File: src/rtl/te_frame_ctrl_if.sv
`default_nettype none
// +----------------------------------------------------------------------------+
// | te_frame_ctrl_if : control/handshake bundle between te_frame_ctrl, the     |
// |                    window source and the transmission estimator.           |
// | Revision         : 1.0                                                     |
// +----------------------------------------------------------------------------+
interface te_frame_ctrl_if #(
    parameter int CW = 10
) ();
    logic          start;
    logic          abort;
    logic          atm_valid;
    logic          win_valid;
    logic          win_ready;
    logic          te_in_valid;
    logic          te_atm_valid;
    logic          te_clr;
    logic          trans_valid;
    logic [CW-1:0] col;
    logic [CW-1:0] row;
    logic          busy;
    logic          frame_done;

    // Controller side
    modport master (
        input  start, abort, atm_valid, win_valid,
        output win_ready, te_in_valid, te_atm_valid, te_clr, trans_valid,
        output col, row, busy, frame_done
    );

    // Environment side
    modport slave (
        output start, abort, atm_valid, win_valid,
        input  win_ready, te_in_valid, te_atm_valid, te_clr, trans_valid,
        input  col, row, busy, frame_done
    );
endinterface
`default_nettype wire

File: src/rtl/te_frame_ctrl.sv
`default_nettype none
// +----------------------------------------------------------------------------+
// | te_frame_ctrl : frame sequencer for the transmission estimator; gates      |
// |                 3x3 windows, tracks col/row and drains estimator results.  |
// | Revision      : 1.0                                                        |
// +----------------------------------------------------------------------------+
module te_frame_ctrl #(
    parameter int IMG_W    = 640,
    parameter int IMG_H    = 480,
    parameter int PIPE_LAT = 4,
    parameter int CW       = 10
) (
    input  wire logic      clk,
    input  wire logic      rst,
    te_frame_ctrl_if.master bus
);

    localparam int              c_TOTAL    = IMG_W * IMG_H;
    localparam int              c_OCW      = $clog2(c_TOTAL + 1);
    localparam logic [CW-1:0]   c_COL_LAST = CW'(IMG_W - 1);
    localparam logic [CW-1:0]   c_ROW_LAST = CW'(IMG_H - 1);
    localparam logic [c_OCW-1:0] c_OUT_LAST = c_OCW'(c_TOTAL - 1);

    typedef enum logic [2:0] {
        S_IDLE     = 3'd0,
        S_CLEAR    = 3'd1,
        S_WAIT_ATM = 3'd2,
        S_RUN      = 3'd3,
        S_DRAIN    = 3'd4,
        S_DONE     = 3'd5
    } state_t;

    state_t              r_state;
    state_t              w_next;
    logic [CW-1:0]       r_col;
    logic [CW-1:0]       r_row;
    logic [c_OCW-1:0]    r_out_cnt;
    logic [PIPE_LAT-1:0] r_pipe;
    logic                r_atm_ok;

    logic w_kill;
    logic w_win_ready;
    logic w_te_clr;
    logic w_busy;
    logic w_frame_done;
    logic w_accept;
    logic w_last_accept;
    logic w_trans_valid;
    logic w_out_last;

    assign w_kill        = bus.abort && (r_state != S_IDLE);
    assign w_accept      = bus.win_valid && w_win_ready;
    assign w_last_accept = w_accept && (r_col == c_COL_LAST) && (r_row == c_ROW_LAST);
    assign w_trans_valid = r_pipe[PIPE_LAT-1];
    assign w_out_last    = w_trans_valid && (r_out_cnt == c_OUT_LAST);

    always_ff @(posedge clk) begin
        if (rst) begin
            r_state <= S_IDLE;
        end else begin
            r_state <= w_next;
        end
    end

    always_comb begin
        w_next       = r_state;
        w_win_ready  = 1'b0;
        w_te_clr     = 1'b0;
        w_frame_done = 1'b0;
        w_busy       = (r_state != S_IDLE);
        case (r_state)
            S_IDLE: begin
                if (bus.start) begin
                    w_next = S_CLEAR;
                end
            end
            S_CLEAR: begin
                w_te_clr = 1'b1;
                w_next   = S_WAIT_ATM;
            end
            S_WAIT_ATM: begin
                if (r_atm_ok || bus.atm_valid) begin
                    w_next = S_RUN;
                end
            end
            S_RUN: begin
                w_win_ready = 1'b1;
                if (w_last_accept) begin
                    w_next = S_DRAIN;
                end
            end
            S_DRAIN: begin
                if (w_out_last) begin
                    w_next = S_DONE;
                end
            end
            S_DONE: begin
                w_frame_done = 1'b1;
                w_next       = S_IDLE;
            end
            default: begin
                w_next = S_IDLE;
            end
        endcase
        // Abort outranks every other transition, including DONE->IDLE
        if (w_kill) begin
            w_next = S_IDLE;
        end
    end

    always_ff @(posedge clk) begin
        if (rst || w_kill) begin
            r_col     <= '0;
            r_row     <= '0;
            r_out_cnt <= '0;
            r_atm_ok  <= 1'b0;
        end else if (r_state == S_CLEAR) begin
            r_col     <= '0;
            r_row     <= '0;
            r_out_cnt <= '0;
            r_atm_ok  <= bus.atm_valid;
        end else begin
            if (bus.atm_valid && (r_state != S_IDLE)) begin
                r_atm_ok <= 1'b1;
            end
            if (w_accept) begin
                if (r_col == c_COL_LAST) begin
                    r_col <= '0;
                    r_row <= (r_row == c_ROW_LAST) ? '0 : r_row + 1'b1;
                end else begin
                    r_col <= r_col + 1'b1;
                end
            end
            if (w_trans_valid) begin
                r_out_cnt <= r_out_cnt + 1'b1;
            end
        end
    end

    // Mirror of the estimator latency; keeps shifting through input gaps
    generate
        if (PIPE_LAT == 1) begin : g_pipe_one
            always_ff @(posedge clk) begin
                if (rst || w_kill) begin
                    r_pipe <= '0;
                end else begin
                    r_pipe <= w_accept;
                end
            end
        end else begin : g_pipe_multi
            always_ff @(posedge clk) begin
                if (rst || w_kill) begin
                    r_pipe <= '0;
                end else begin
                    r_pipe <= {r_pipe[PIPE_LAT-2:0], w_accept};
                end
            end
        end
    endgenerate

    assign bus.win_ready    = w_win_ready;
    assign bus.te_in_valid  = w_accept;
    assign bus.te_atm_valid = r_atm_ok;
    assign bus.te_clr       = w_te_clr;
    assign bus.trans_valid  = w_trans_valid;
    assign bus.col          = r_col;
    assign bus.row          = r_row;
    assign bus.busy         = w_busy;
    assign bus.frame_done   = w_frame_done;

endmodule
`default_nettype wire
File: src/flat_wrapper.sv
// flat-port wrapper written by rule: the top's interface ports become plain ports
module te_frame_ctrl_flat 
#(
    parameter int IMG_W    = 640,
    parameter int IMG_H    = 480,
    parameter int PIPE_LAT = 4,
    parameter int CW       = 10
)
  (clk, rst, bus_start, bus_abort, bus_atm_valid, bus_win_valid, bus_win_ready, bus_te_in_valid, bus_te_atm_valid, bus_te_clr, bus_trans_valid, bus_col, bus_row, bus_busy, bus_frame_done);
  te_frame_ctrl_if #(.CW(CW)) bus_i ();
  input  wire logic clk;
  input  wire logic rst;
  input wire logic [$bits(bus_i.start)-1:0] bus_start;
  input wire logic [$bits(bus_i.abort)-1:0] bus_abort;
  input wire logic [$bits(bus_i.atm_valid)-1:0] bus_atm_valid;
  input wire logic [$bits(bus_i.win_valid)-1:0] bus_win_valid;
  output wire logic [$bits(bus_i.win_ready)-1:0] bus_win_ready;
  output wire logic [$bits(bus_i.te_in_valid)-1:0] bus_te_in_valid;
  output wire logic [$bits(bus_i.te_atm_valid)-1:0] bus_te_atm_valid;
  output wire logic [$bits(bus_i.te_clr)-1:0] bus_te_clr;
  output wire logic [$bits(bus_i.trans_valid)-1:0] bus_trans_valid;
  output wire logic [$bits(bus_i.col)-1:0] bus_col;
  output wire logic [$bits(bus_i.row)-1:0] bus_row;
  output wire logic [$bits(bus_i.busy)-1:0] bus_busy;
  output wire logic [$bits(bus_i.frame_done)-1:0] bus_frame_done;
  assign bus_i.start = bus_start;
  assign bus_i.abort = bus_abort;
  assign bus_i.atm_valid = bus_atm_valid;
  assign bus_i.win_valid = bus_win_valid;
  assign bus_win_ready = bus_i.win_ready;
  assign bus_te_in_valid = bus_i.te_in_valid;
  assign bus_te_atm_valid = bus_i.te_atm_valid;
  assign bus_te_clr = bus_i.te_clr;
  assign bus_trans_valid = bus_i.trans_valid;
  assign bus_col = bus_i.col;
  assign bus_row = bus_i.row;
  assign bus_busy = bus_i.busy;
  assign bus_frame_done = bus_i.frame_done;
  te_frame_ctrl #(.IMG_W(IMG_W), .IMG_H(IMG_H), .PIPE_LAT(PIPE_LAT), .CW(CW)) u_core (.clk(clk), .rst(rst), .bus(bus_i));
endmodule
File: config.mk
export PLATFORM = sky130hd
export DESIGN_NAME = te_frame_ctrl_flat
export DESIGN_NICKNAME = d
export VERILOG_FILES = /design/src/rtl/te_frame_ctrl_if.sv /design/src/rtl/te_frame_ctrl.sv /design/src/flat_wrapper.sv
export SDC_FILE = /design/constraint.sdc
export NUM_CORES = 1
export LEC_CHECK = 0
export ABC_AREA = 1
export ABC_CLOCK_PERIOD_IN_PS = 2009
export BUFFER_PORTS_ARGS = -buffer_cell sky130_fd_sc_hd__buf_2
export CAP_MARGIN = 15
export CELL_PAD_IN_SITES_DETAIL_PLACEMENT = 0
export CELL_PAD_IN_SITES_GLOBAL_PLACEMENT = 1
export CORE_MARGIN = 1.5
export CORE_UTILIZATION = 40
export DETAILED_ROUTE_END_ITERATION = 8
export PLACE_DENSITY_LB_ADDON = 0.1
export SLEW_MARGIN = 10
export SYNTH_ARGS = -nofsm -noshare
export SYNTH_HDL_FRONTEND = slang
export SYNTH_SLANG_ARGS = --single-unit
File: constraint.sdc
create_clock -name clk -period 2.01 [get_ports clk]
set_clock_uncertainty 0.15 [all_clocks]
set_input_delay 0.402 -clock clk [delete_from_list [all_inputs] [get_ports clk]]
set_output_delay 0.402 -clock clk [all_outputs]
set_load 0.02 [all_outputs]
==> results of run 1 <==
worst max-delay path, stage by stage (launching register included):
cell and delay (ps):
dfxtp_1 360, inv_2 180, nand4_4 170, inv_1 160, buf_2 190
power by group through the flow:
stage	sequential [mW]	combinational, mW	clock [mW]
2_1_floorplan	1.04	0.444	0
3_3_place_gp	1.03	0.577	0
3_5_place_dp	1.03	0.575	0
4_1_cts	1.02	0.583	0.577
5_1_grt	1.03	0.641	0.616
6_report	1.02	0.578	0.551
kinds of logic after synthesis:
logic type | synth area share [%]
simple gates | 37.4
xor+xnor | 3.22
fa+ha+maj | 1.53
flops | 38.4
mux | 0.409
buf+inv | 9.36
compound gates | 9.66
layout by cell type, fill, tap and decap left out, types with 2 or more instances in the layout:
| master | netlist | final |
|---|---|---|
| xnor2_1 | 4 | 4 |
| nand2_2 | 2 | 2 |
| dfxtp_1 | 47 | 45 |
| o21ai_0 | 11 | 11 |
| o21ai_1 | 5 | 5 |
| nand3_1 | 29 | 29 |
| nand2_1 | 63 | 63 |
| clkbuf_8 | 0 | 5 |
| buf_2 | 0 | 32 |
| nor3_1 | 10 | 10 |
| a21oi_1 | 22 | 22 |
| nor2_2 | 4 | 4 |
| nor3_4 | 2 | 3 |
| xor2_1 | 5 | 5 |
| nor3b_2 | 2 | 2 |
| nand4_1 | 14 | 14 |
| nor3b_1 | 2 | 2 |
| ha_1 | 3 | 3 |
| dfxtp_2 | 0 | 2 |
| inv_1 | 50 | 50 |
| nor2_1 | 51 | 51 |
| buf_4 | 1 | 6 |
| clkbuf_1 | 0 | 2 |
| inv_2 | 3 | 3 |
repair_timing:
| item | in CTS | in global routing |
|---|---|---|
| setup buffers | 0 | 0 |
| resized for setup | 2 | 2 |
| setup endpoints to repair | 2 | 2 |
state kept, by name, indices dropped and copies added (netlist names):
name                     cells
u_core.r_out_cnt            19
u_core.bus.col              10
u_core.bus.row              10
u_core.r_pipe                4
u_core.r_state               3
u_core.bus.te_atm_valid      1
synth_stat cells:
cell	instances	area (um^2)
or2_2	1	6.26
dfxtp_1	47	941
a21o_1	1	7.51
nand2_1	63	236
mux2i_1	1	10.0
nor2_4	1	11.3
o21ai_1	5	25.0
a21oi_1	22	110
inv_1	50	188
a21oi_4	1	16.3
o21ai_0	11	55.1
nand2_2	2	12.5
nor2_2	4	25.0
nor3_4	2	32.5
xnor2_1	4	35.0
or2_0	1	6.26
a211oi_1	1	7.51
a31oi_1	1	6.26
ha_1	3	37.5
nor2_8	1	20.0
nor3_1	10	50.1
buf_6	2	22.5
buf_4	1	7.51
nor3b_2	2	25.0
nand2_4	1	11.3
nand4_1	14	87.6
inv_2	3	11.3
nand3_1	29	145
xor2_1	5	43.8
a32oi_1	1	8.76
and2_1	1	6.26
nor3b_1	2	15.0
nor2_1	51	191
nand4_2	1	12.5
nor3_2	2	20.0
final timing paths:
kind	from	to	cells after the start
worst max-delay path	u_core.r_state[2]$_SDFFE_PP0P_	bus_te_in_valid	4
worst min-delay path	bus_atm_valid	u_core.bus.te_atm_valid$_SDFFE_PP0P_	3
worst max register to register	u_core.bus.col[0]$_SDFFE_PP0N_	u_core.bus.row[5]$_SDFFE_PP0P_	10
worst min register to register	u_core.r_pipe[0]$_SDFF_PP0_	u_core.r_pipe[1]$_SDFF_PP0_	2
area by class of cell:
cell class	instances	area, um^2
fill	632	3110
clock inverter	1	5.00
inverter	53	199
clock buffer	7	76.3
multi-input combinational	244	1290
tap	75	93.8
sequential	47	943
timing repair buffer	38	205
layer usage:
layer,global-route usage [%],wire [um],vias to the layer above
met5,0,0,-
met4,5.17,51,0
li1,-,-,1213
met3,3.03,131,5
met2,29.3,2410,26
met1,24.4,2780,1003
metrics by stage:
stage	utilization (%)	hold WS, ps	instances	total power, mW	setup WS (ps)
2_1_floorplan	-	244	347	1.48	149
3_3_place_gp	45.9	251	457	1.61	209
3_5_place_dp	45.9	248	457	1.61	215
4_1_cts	47.4	206	465	2.18	-2.88
5_1_grt	47.5	210	465	2.29	10.3
6_report	47.5	221	465	2.15	117
==> metrics.cfg, run 1 <==
[routing]
via_per_inst=4.83
postRouteAntennaNets=0
drt-initial-drc-count=68
route.detailed.drc=0
drtPass1Iterations=4
avgRoutedWirePerCell_um=11.6
wl_um=5370
vias=2247

[power_and_ir_drop]
intPower_mw=1.39
p_sw_share_pct=35.6
vdd_drop_max_v=0.000774
pwr_density_cell_nw_per_um2=764
p_clk_share_pct=25.6
power_frac_seq_pct=47.5
power_frac_comb_pct=26.8
p_leak_nw=1.17
power_switching_uw=766

[floorplanning]
start_util_pct=41.3
core_area_um2=5920
die_h_um=81.2
io_pins=33
row_count=28
die_area_um2=6600
dieWidth_um=81.2

[critical_path]
cp-end-kind=primary output
critPathArrivalTime_ps=1340
worstPathRequired_ps=1460
startpoint_type=flop
r2r_slack_ps=230
critPathKind=reg2out
cp_max_fo=9

[grt]
grt_max_degree=19
grt_overflow=0
antenna_found_initial=0
first_global_vias=2043
grt_pass1_wl_um=9170
grt_usage_pct=18.0

[cts]
cts_root_buf=clkbuf_8
clock_path_buffers=2
cts.sinks=47
cts_buffers=5
clk_latency_ps=290
cts_tree=yes
path_clk_slew_ps=80
hold_buffers=0
cts_max_level=2

[timing]
min_period_over_period_pct=94.2
final-hold-violation-count=0
worst_pin_slew_ps=429
min_period_ps=1890
fin_tns_setup_ps=0
fmax_ghz=0.528
drv_slew=0
final-setup-viol-count=0
relSlewSlack_pct=71.2
rsz0062_at_grt=no

[synthesis]
yosysUniqueCellTypes=35
synth_warnings=0
ys_seq_elements=47
syn_nets=356
syn_area_um2=2450
synthCells=347
syn_area_per_cell_um2=7.05
ys_seq_area_share_pct=38.4

[worst_hold_path]
holdCritPathClass=in2reg

[placed_design]
finalWeightedCongestion=0.822
place_area_um2=2720
dp_hpwl_um=4130
portBuffers=32

[status]
status=finished clean

[finish]
n_antenna_cell=0
fin_area_um2=2820
syn_to_final_growth_pct=15.0
drive_above_1_share_pct=17.2
finalNetCount=398

[run]
maxCapViolations=0

No activity file was read; power rests on OpenSTA's default activity.
==> inputs of run 2 (changes only) <==
--- a/config.mk
+++ b/config.mk
@@ -14,7 +14,9 @@
 export CORE_MARGIN = 1.5
 export CORE_UTILIZATION = 40
 export DETAILED_ROUTE_END_ITERATION = 8
+export GPL_ROUTABILITY_DRIVEN = 0
 export PLACE_DENSITY_LB_ADDON = 0.1
+export RECOVER_POWER = 25
 export SLEW_MARGIN = 10
 export SYNTH_ARGS = -nofsm -noshare
 export SYNTH_HDL_FRONTEND = slang
==> metrics.cfg, run 2 (synthesis gave the netlist of run 1 again) <==
[timing]
whs_ps=221
drv_slew=0
min_period_over_period_pct=94.3
fmax_ghz=0.528
worst_pin_slew_ps=428
final-setup-viol-count=0
relSlewSlack_pct=71.3
rsz0062_at_grt=no
setup_ws_ps=114
min_period_ps=1900
final-hold-violation-count=0

[floorplanning]
dieWidth_um=81.2
die_area_um2=6600
io_pins=33
start_util_pct=41.3
row_count=28
die_h_um=81.2
core_area_um2=5920

[critical_path]
reg2regPathDepth=7
worstPathRequired_ps=1460
cp_max_fo=9
rr_startpoint=u_core.r_state[2]$_SDFFE_PP0P_
endpoint=bus_te_in_valid
critPathKind=reg2out
startpoint_type=flop
r2r_slack_ps=190
critPathArrivalTime_ps=1340
cp-startpoint=u_core.r_state[2]$_SDFFE_PP0P_
reg2reg_to=u_core.bus.row[2]$_SDFFE_PP0P_
cp-end-kind=primary output

[placed_design]
portBuffers=32
dp_hpwl_um=4130
place_inst=457
pre_cts_ws_ps=215

[cts]
hold_buffers=0
cts_root_buf=clkbuf_8
path_clk_slew_ps=80
cts.sinks=47
post-cts-setup-buffers=0
cts_tree=yes
cts_buffers=5
cts_max_level=2
clk_latency_ps=290
cts_resized=2
clock_path_buffers=2

[finish]
seq_area_um2=943
stdcell_count=465
syn_to_final_growth_pct=14.3
largest_reg_flops=19
nFillCells=639
finalNetCount=398
n_antenna_cell=0
top_register=u_core.r_out_cnt
most-common-layout-cells=nand2_1 (63), inv_1 (51), nor2_1 (51), dfxtp_1 (45), nand3_1 (29)
drive_above_1_share_pct=13.3
multi_input_area_um2=1290
layout_commonest_cell=nand2_1

[routing]
avgRoutedWirePerCell_um=11.6
drt-initial-drc-count=67
postRouteAntennaNets=0
vias=2256
wl_um=5370
via_per_inst=4.85
route.detailed.drc=0
drtPass1Iterations=4

[power_and_ir_drop]
pwr_density_cell_nw_per_um2=768
power_switching_uw=767
intPower_mw=1.38
p_sw_share_pct=35.7
power_frac_comb_pct=26.7
p_clk_share_pct=25.7
vdd_drop_max_v=0.000771
power_frac_seq_pct=47.6
p_leak_nw=1.11

[grt]
first_global_vias=2043
grt_usage_pct=18.0
grt_overflow=0
grt_max_degree=19
grt_pass1_wl_um=9170
antenna_found_initial=0

[worst_hold_path]
holdCritPathClass=in2reg

[run]
maxCapViolations=0

[status]
status=finished clean

-- run 2: worst min-delay path by stage --
stage	startpoint	end	cells past startpoint
finish	bus_atm_valid	u_core.bus.te_atm_valid$_SDFFE_PP0P_	3
detailed placement	u_core.r_pipe[0]$_SDFF_PP0_	u_core.r_pipe[1]$_SDFF_PP0_	2
global placement	u_core.r_pipe[0]$_SDFF_PP0_	u_core.r_pipe[1]$_SDFF_PP0_	2
global route	bus_atm_valid	u_core.bus.te_atm_valid$_SDFFE_PP0P_	3
CTS	bus_atm_valid	u_core.bus.te_atm_valid$_SDFFE_PP0P_	3
floorplan	u_core.r_pipe[0]$_SDFF_PP0_	u_core.r_pipe[1]$_SDFF_PP0_	2
-- run 2: through the flow --
stage	power (mW)	instance area (um^2)	utilization, %	setup TNS, ps
finish	2.15	2800	47.3	0
global placement	1.61	2720	45.9	0
global route	2.28	2800	47.3	0
detailed placement	1.61	2720	45.9	0
floorplan	1.48	2450	-	0
CTS	2.18	2810	47.4	-2.88
-- run 2: final cells by class --
type | count | area share (%)
Multi-Input combinational cell | 244 | 46.2
Clock inverter | 1 | 0.179
Timing Repair Buffer | 38 | 6.71
Inverter | 53 | 7.11
Clock buffer | 7 | 2.73
Tap cell | 75 | 3.35
Sequential cell | 47 | 33.7
-- run 2: power groups by stage --
| stage | Clock (mW) | Combinational (mW) | Sequential [mW] |
|---|---|---|---|
| after global placement | 0 | 0.577 | 1.03 |
| after CTS | 0.577 | 0.583 | 1.02 |
| final | 0.552 | 0.574 | 1.02 |
| after detailed placement | 0 | 0.575 | 1.03 |
| after floorplan | 0 | 0.444 | 1.04 |
| after global routing | 0.616 | 0.637 | 1.03 |
-- run 2: layer usage --
metal	share of wire, %	global-route usage, %
met5	0	0
met4	0.95	5.17
met3	3.6	3.03
met2	45	29.3
met1	51	24.4
-- run 2: critical path, stage by stage (launching register included) --
cell and delay, ps:
dfxtp_1 360, inv_2 180, nand4_4 170, inv_1 160
buf_2 190
==> inputs of run 3 (changes only) <==
--- a/config.mk
+++ b/config.mk
@@ -11,6 +11,7 @@
 export CAP_MARGIN = 15
 export CELL_PAD_IN_SITES_DETAIL_PLACEMENT = 0
 export CELL_PAD_IN_SITES_GLOBAL_PLACEMENT = 1
+export CORE_ASPECT_RATIO = 0.6
 export CORE_MARGIN = 1.5
 export CORE_UTILIZATION = 40
 export DETAILED_ROUTE_END_ITERATION = 8
==> metrics.cfg, run 3 (synthesis gave the netlist of run 1 again) <==
[critical_path]
crit_chain=ha_1 -> nand2_1 -> nor2_1 -> nand2_1 -> nor2_4 -> nand2_2 -> inv_1 -> nand4_1 -> nand3_1 -> nor2_1
cp_max_fo=9
startpoint_type=flop
critPathArrivalTime_ps=1910
r2r_slack_ps=140
reg2regPathDepth=10
cp-startpoint=u_core.bus.col[1]$_SDFFE_PP0N_
cp-end-kind=flop
worst_path_largest_cell_delay_ps=380
cp_slowest_cell=dfxtp_2
rr_startpoint=u_core.bus.col[1]$_SDFFE_PP0N_
crit_buf_inv=1
worstPathRequired_ps=2050
path_delay_family=simple AND/OR/NAND/NOR gates
path_depth=10
critPathKind=reg2reg

[finish]
layout_commonest_cell=nand2_1
finalNetCount=398
most-common-layout-cells=nand2_1 (63), nor2_1 (50), inv_1 (49), dfxtp_1 (43), nand3_1 (29)
top_register=u_core.r_out_cnt
syn_to_final_growth_pct=15.5
n_antenna_cell=0
drive_above_1_share_pct=15.4
final_core_util_pct=49.4
largest_reg_flops=19

[timing]
setup_ws_ps=137
drv_slew=0
min_period_ps=1870
relSlewSlack_pct=69.0
final-hold-violation-count=0
min_period_over_period_pct=93.2
worst_pin_slew_ps=461
final-setup-viol-count=0
whs_ps=201
fmax_ghz=0.534

[grt]
grt_pass1_wl_um=10100
grt_max_degree=19
antenna_found_initial=0
grt_overflow=0
first_global_vias=2055
grt_usage_pct=19.1

[placed_design]
portBuffers=32
dp_hpwl_um=4400
pre_cts_ws_ps=98.1

[routing]
via_per_inst=4.87
avgRoutedWirePerCell_um=12.2
drt-initial-drc-count=83
wl_um=5740
drtPass1Iterations=4
route.detailed.drc=0
vias=2286
postRouteAntennaNets=0

[floorplanning]
start_util_pct=42.7
die_area_um2=6610
die_h_um=63.6
io_pins=33
row_count=21
core_area_um2=5730
dieWidth_um=104

[cts]
clk_latency_ps=290
cts_tree=yes
cts_root_buf=clkbuf_8
cts_max_level=2
clock_path_buffers=2
hold_buffers=0
path_clk_slew_ps=90
cts.sinks=47
post-cts-setup-buffers=0
cts_buffers=5

[worst_hold_path]
holdPathStages=3
holdCritPathClass=in2reg
hold_start=bus_atm_valid

[status]
status=finished clean

[run]
maxCapViolations=0

[power_and_ir_drop]
vdd_drop_max_v=0.000627
pwr_density_cell_nw_per_um2=771
total_power_mw=2.18
p_leak_nw=1.11

==> run 3: cell types whose count changed in the layout (fill, tap and decap cells not counted), sizes merged <==
cell,previous run,this run
clkbuf,21,20
==> run 3: layer usage <==
layer  wire length [um]  vias up  track usage [%]
li1                   -     1206                -
met1               3380     1027             31.1
met2               2020       49             24.3
met3                298        4             4.04
met4                 36        0             4.17
met5                  0        -                0
==> run 3: tightest hold or removal path: stages <==
cell and delay [ps]:
buf_2 90, a32oi_1 80, inv_1 40
==> run 3: cell type report <==
class	count	area, um^2
fillers	606	2900
multi-input cells	244	1310
flip-flops and latches	47	946
inverters	53	199
repair buffers	38	188
well taps	80	100
clock buffers	6	82.6
clock inverters	1	5.00
==> run 3: where the power goes <==
group          internal [mW]  total, mW  switching (mW)  leakage [nW]
Sequential             0.968       1.02          0.0540         0.381
Clock                  0.270      0.572           0.302        0.0470
Combinational          0.169      0.585           0.416         0.682
==> run 3: path summary, 6_finish.rpt <==
check,to
worst min-delay path,u_core.bus.te_atm_valid$_SDFFE_PP0P_
worst min register to register,u_core.r_pipe[2]$_SDFF_PP0_
worst max register to register,u_core.bus.row[5]$_SDFFE_PP0P_
worst max-delay path,u_core.bus.row[5]$_SDFFE_PP0P_
==> run 3: stage by stage <==
| stage | cell area, um^2 | instances | TNS (ps) |
|---|---|---|---|
| 2_1_floorplan | 2450 | 347 | 0 |
| 3_5_place_dp | 2720 | 462 | 0 |
| 3_3_place_gp | 2720 | 462 | 0 |
| 5_1_grt | 2830 | 469 | -21.6 |
| 6_report | 2830 | 469 | 0 |
| 4_1_cts | 2820 | 469 | 0 |
==> run 3: repair_timing <==
action                     4_1_cts  5_1_grt
setup endpoints to repair        2       19
pin swaps                        0        1
gates resized for setup          2        9
